## src/rtl/uart_pkg.sv

```systemverilog
// Shared types and defaults for the UART receive-side buffer.
package uart_pkg;

  typedef enum logic [1:0] {
    ARM    = 2'd0,
    SETTLE = 2'd1,
    LISTEN = 2'd2
  } rx_state_t;

  localparam int RX_DEPTH = 16;
  localparam int RX_CNT_W = 8;

  // Occupancy needs one extra bit so that a full FIFO (count == depth) is representable.
  function automatic int count_w(input int depth);
    return $clog2(depth) + 1;
  endfunction

endpackage

```

## src/rtl/uart_rx_fifo.sv

```systemverilog
// First-word-fall-through byte FIFO: write visible at the head one edge later, pop takes effect at the edge.
// A write while full is refused unless a pop happens in the same cycle; a pop while empty is ignored.
module uart_rx_fifo
  import uart_pkg::*;
#(
  parameter int DEPTH = RX_DEPTH
) (
  input  logic                        clk,
  input  logic                        rst_n,
  input  logic                        wr_en,
  input  logic [7:0]                  wr_data,
  input  logic                        rd_en,
  output logic [7:0]                  rd_data,
  output logic                        empty,
  output logic                        full,
  output logic [count_w(DEPTH)-1:0]   count
);

  localparam int AW = $clog2(DEPTH);

  logic [AW:0] wr_ptr;
  logic [AW:0] rd_ptr;
  logic [7:0]  mem [DEPTH];
  logic        do_push;
  logic        do_pop;

  // Pointers carry one wrap bit, so their difference is the occupancy directly.
  assign count   = wr_ptr - rd_ptr;
  assign empty   = (count == '0);
  assign full    = (count == (AW+1)'(DEPTH));
  assign do_pop  = rd_en & ~empty;
  assign do_push = wr_en & (~full | do_pop);
  assign rd_data = empty ? 8'h00 : mem[rd_ptr[AW-1:0]];

  always_ff @(posedge clk or negedge rst_n) begin
    if (!rst_n) begin
      wr_ptr <= '0;
      rd_ptr <= '0;
    end else begin
      if (do_push) wr_ptr <= wr_ptr + 1'b1;
      if (do_pop)  rd_ptr <= rd_ptr + 1'b1;
    end
  end

  always_ff @(posedge clk) begin
    if (do_push) mem[wr_ptr[AW-1:0]] <= wr_data;
  end

endmodule

```

## src/rtl/uart_rx_buffer.sv

```systemverilog
// Re-arms the UART receiver per frame and buffers good bytes in a FWFT FIFO; flag-to-write latency one clk.
// Host pops with rd_valid/rd_ready; a byte arriving to a full FIFO sets overflow. Error counters under RX_BUFFER_ERRCNT_EN.
module uart_rx_buffer
  import uart_pkg::*;
#(
  parameter int DEPTH = RX_DEPTH,
  parameter int CNT_W = RX_CNT_W
) (
  input  logic                      clk,
  input  logic                      rst_n,
  input  logic                      rx_enable,
  input  logic                      Rx_sample_ENABLE,
  input  logic [7:0]                Rx_DATA,
  input  logic                      Rx_VALID,
  input  logic                      Rx_PERROR,
  input  logic                      Rx_FERROR,
  output logic                      Rx_EN,
  output logic [7:0]                rd_data,
  output logic                      rd_valid,
  input  logic                      rd_ready,
  output logic [count_w(DEPTH)-1:0] fifo_count,
  output logic                      overflow,
  input  logic                      overflow_clr,
  output logic [CNT_W-1:0]          perror_cnt,
  output logic [CNT_W-1:0]          ferror_cnt
);

  rx_state_t state;
  rx_state_t state_nxt;
  logic      fifo_wr;
  logic      fifo_empty;
  logic      fifo_full;
  logic      ovf_set;

  uart_rx_fifo #(.DEPTH(DEPTH)) u_fifo (
    .clk     (clk),
    .rst_n   (rst_n),
    .wr_en   (fifo_wr),
    .wr_data (Rx_DATA),
    .rd_en   (rd_ready),
    .rd_data (rd_data),
    .empty   (fifo_empty),
    .full    (fifo_full),
    .count   (fifo_count)
  );

  assign rd_valid = ~fifo_empty;

  always_ff @(posedge clk or negedge rst_n) begin
    if (!rst_n) state <= ARM;
    else        state <= state_nxt;
  end

  // Flags seen in LISTEN are always fresh: the receiver was cleared while Rx_EN was low.
  always_comb begin
    state_nxt = state;
    Rx_EN     = 1'b0;
    fifo_wr   = 1'b0;
    ovf_set   = 1'b0;
    unique case (state)
      ARM:    if (Rx_sample_ENABLE) state_nxt = SETTLE;
      SETTLE: state_nxt = rx_enable ? LISTEN : ARM;
      LISTEN: begin
        Rx_EN = 1'b1;
        if (Rx_FERROR || Rx_PERROR) begin
          state_nxt = ARM;
        end else if (Rx_VALID) begin
          state_nxt = ARM;
          fifo_wr   = 1'b1;
          ovf_set   = fifo_full & ~rd_ready;
        end else if (!rx_enable) begin
          state_nxt = ARM;
        end
      end
      default: state_nxt = ARM;
    endcase
  end

  always_ff @(posedge clk or negedge rst_n) begin
    if (!rst_n)            overflow <= 1'b0;
    else if (ovf_set)      overflow <= 1'b1;
    else if (overflow_clr) overflow <= 1'b0;
  end

`ifdef RX_BUFFER_ERRCNT_EN
  logic perr_evt;
  logic ferr_evt;

  assign ferr_evt = (state == LISTEN) & Rx_FERROR;
  assign perr_evt = (state == LISTEN) & ~Rx_FERROR & Rx_PERROR;

  always_ff @(posedge clk or negedge rst_n) begin
    if (!rst_n) begin
      perror_cnt <= '0;
      ferror_cnt <= '0;
    end else if (overflow_clr) begin
      perror_cnt <= '0;
      ferror_cnt <= '0;
    end else begin
      if (perr_evt && (perror_cnt != '1)) perror_cnt <= perror_cnt + 1'b1;
      if (ferr_evt && (ferror_cnt != '1)) ferror_cnt <= ferror_cnt + 1'b1;
    end
  end
`else
  assign perror_cnt = '0;
  assign ferror_cnt = '0;
`endif

endmodule

```

## config.mk

```make
export PLATFORM = sky130hd
export DESIGN_NAME = uart_rx_buffer
export DESIGN_NICKNAME = d
export VERILOG_FILES = /design/src/rtl/uart_pkg.sv /design/src/rtl/uart_rx_fifo.sv /design/src/rtl/uart_rx_buffer.sv
export SDC_FILE = /design/constraint.sdc
export NUM_CORES = 1
export LEC_CHECK = 0
export BUFFER_PORTS_ARGS = -buffer_cell sky130_fd_sc_hd__buf_2
export CORE_AREA = 3 3 136 138
export CTS_CLUSTER_SIZE = 16
export DETAILED_ROUTE_END_ITERATION = 8
export DIE_AREA = 0 0 139 141
export PLACE_DENSITY = 0.5
export RECOVER_POWER = 50
export SYNTH_ARGS = -nofsm -noshare
export SYNTH_HDL_FRONTEND = slang
export SYNTH_HIERARCHICAL = 1
export SYNTH_SLANG_ARGS = --single-unit
```

## constraint.sdc

```tcl
create_clock -name clk -period 7.9 [get_ports clk]
set_input_delay 1.58 -clock clk [delete_from_list [all_inputs] [get_ports clk]]
set_output_delay 1.58 -clock clk [all_outputs]
set_load 0.02 [all_outputs]
```

==> results.py <==
metrics = {
    "sta": {
        "worst_pin_slew_ps": 917,
        "fin_crit_ps": 5120,
        "final_hold_viol_count": 0,
        "rsz0062_at_grt": "no",
        "post-route-period-util_pct": 64.8,
        "max_slew_margin_pct": 38.6,
        "max_freq_mhz": 195,
        "fin_setup_tns_ps": 0,
        "final_max_slew_viol_count": 0,
        "setup_viol": 0,
        "skew_ps": 8.03,
    },
    "place": {
        "post-dp-hpwl_um": 8410,
        "dp.cells": 586,
        "port_buffers": 32,
        "place_congestion": 0.791,
    },
    "global_route": {
        "grt_start_max_net_pins": 37,
        "globalRoute.totalOverflow": 0,
        "antenna_found_initial": 0,
        "grt_pass1_vias": 3216,
        "grt_pass1_wl_um": 19200,
        "grt_usage_pct": 13.4,
    },
    "synthesis": {
        "yosysSeqAreaShare_pct": 68.8,
        "avgSynthCellArea_um2": 17.9,
        "synth_top_cell_area_share_pct": 63.5,
        "synth.area.top_cells": "edfxtp_1, mux4_2, dfrtp_1",
        "yosysTopAreaCell": "edfxtp_1",
        "ys_warn_count": 6,
        "synth_cell_types": 47,
        "syn_area_um2": 6060,
        "synth-seq-cells": 141,
        "synthCells": 339,
    },
    "critical_path": {
        "required_ps": 6320,
        "cp_data_arrival_time_ps": 3540,
        "reg2reg_from": "u_fifo/rd_ptr[2]",
        "cp-end-kind": "output port",
        "critPathMaxFanout": 17,
        "rr_endpoint": "u_fifo/mem[12][7]",
        "rrSetupSlack_ps": 3340,
        "critical_path_class": "reg -> out",
        "start_kind": "flop",
        "r2r_cells": 7,
    },
    "run_status": {
        "status": "finished, final reports clean",
    },
    "clock_tree": {
        "clockBufferDepth": 2,
        "path_clk_slew_ps": 60,
        "cts_hold_buf": 0,
        "cts_tree": "done",
        "clock_latency_ps": 420,
        "cts-root-buf": "clkbuf_16",
        "post_cts_resized": 0,
        "cts_setup_buffers": 0,
        "cts-buffers-inserted": 17,
        "cts.sinks": 141,
        "cts_htree_levels": 4,
    },
    "route": {
        "drc": 0,
        "antenna_left": 0,
        "vias": 3056,
        "drt_wl_total_um": 12700,
        "routed_via_density": 4.94,
        "drtIter0Drc": 211,
        "wl_per_cell_um": 20.5,
        "first_pass_iters": 4,
    },
    "die": {
        "die_y_um": 141,
        "die_w_um": 139,
        "core_area_um2": 17300,
        "dieArea_um2": 19600,
        "std_cell_rows": 48,
        "start_util_pct": 35.0,
        "num_io_pins": 49,
    },
    "layout": {
        "layout_common_cells": "edfxtp_1, mux4_2, buf_2",
        "syn_to_final_growth_pct": 14.6,
        "drive_gt1_share_pct": 24.4,
        "final_common_cell": "edfxtp_1",
        "final_cells": 618,
        "insertedDiodeCount": 0,
        "fillCellCount": 1568,
        "nNetsFinal": 407,
    },
    "run": {
        "cap_violations": 0,
    },
    "hold_path": {
        "holdPathEnd": "u_fifo/rd_ptr[4]",
        "hold_class": "reg -> reg",
        "whs_path_depth": 1,
        "min_from": "u_fifo/rd_ptr[4]",
    },
    "pwr": {
        "p_leak_uw": 0.00243,
        "powerDensity_nw_per_um2": 351,
        "ir_drop_uv": 218,
    },
}
## cell usage after synthesis (all sizes together)
| cell | count |
|---|---|
| ha | 9 |
| mux2i | 8 |
| xor2 | 3 |
| nor2 | 13 |
| o2111ai | 1 |
| nand2b | 3 |
| and3 | 10 |
| nand3 | 8 |
| nand3b | 2 |
| a211oi | 9 |
| a21boi | 1 |
| a41o | 1 |
| nor4bb | 1 |
| a32o | 1 |
| buf | 27 |
| edfxtp | 128 |
| xnor2 | 8 |
| nor2b | 1 |
| clkbuf | 4 |
| mux4 | 32 |
| inv | 13 |
| a21o | 1 |
| fa | 1 |
| a21oi | 2 |
| a211o | 1 |
| nor3 | 5 |
| nand2 | 20 |
| nand4 | 2 |
| and3b | 1 |
| nor3b | 2 |
| conb | 1 |
| clkinv | 1 |
| mux2 | 2 |
| a22oi | 1 |
| nor4 | 1 |
| dfrtp | 13 |
| and2 | 1 |
| and4 | 1 |
## through the flow
step                      total power, uW  area [um^2]  util [%]  hold slack [ps]  worst slack, ps
after CTS                            2490         6980      40.4              489             2670
after global placement               1690         6390      36.9              450             3250
final                                2440         6940      40.1              486             2780
after detailed placement             1700         6390      36.9              477             3160
after global routing                 2570         6940      40.1              498             2510
after floorplan                      1490         6110         -              430             3740
## layout make-up
| type | count | area, um^2 | area share (%) |
|---|---|---|---|
| Clock buffer | 21 | 480 | 6.92 |
| Tap cell | 225 | 282 | 4.06 |
| Clock inverter | 11 | 114 | 1.64 |
| Timing Repair Buffer | 38 | 190 | 2.74 |
| Inverter | 14 | 52.6 | 0.757 |
| Sequential cell | 141 | 4170 | 60.1 |
| Multi-Input combinational cell | 168 | 1650 | 23.8 |
## routing by layer
metal	track usage [%]	up-vias	routed length, um
li1	-	1372	-
met1	16.9	1578	5440
met2	22.1	93	6280
met3	3.70	13	761
met4	5.25	0	182
met5	0	-	0
## power by group
part / total [uW] / internal, uW / switching (uW) / leakage (uW)
logic: 783 / 328 / 455 / 0.000817
registers: 873 / 834 / 38.9 / 0.00132
clock network: 782 / 495 / 287 / 0.000296
total: 2440 / 1660 / 781 / 0.00243
## sequential cells by signal, indices dropped and copies added, names as in the netlist
signal         count
u_fifo/mem       128
u_fifo/rd_ptr      5
u_fifo/wr_ptr      5
state              2
overflow           1
## worst max-delay path: stages (launching register included)
cell      delay [ps]
dfrtp_1          880
inv_1            540
ha_1             500
a21oi_1          300
nand4_1          240
a22oi_4          380
a211oi_1         100
buf_2            180
## cells by family after synthesis
family	Yosys count	share of synthesized area, %
AOI/OAI and AO/OA	18	2.89
xor gates and xnor gates	11	1.72
adders and majority gates	10	2.19
buffers and inverters	45	4.38
DFF	141	68.8
muxes	42	13.7
other	1	0.0619
and+or+nand+nor	71	6.26
## how the worst max path moves through the flow
stage | start | to | slack [ps]
CTS | u_fifo/rd_ptr[2] | rd_data[5] | 2670
floorplan | u_fifo/rd_ptr[2] | rd_data[0] | 3740
detailed placement | u_fifo/rd_ptr[2] | rd_data[5] | 3160
finish | u_fifo/rd_ptr[2] | rd_data[5] | 2780
global placement | u_fifo/rd_ptr[2] | rd_data[6] | 3250
global route | u_fifo/rd_ptr[2] | rd_data[5] | 2510
Note: power is estimated with default switching activity, not from simulation.
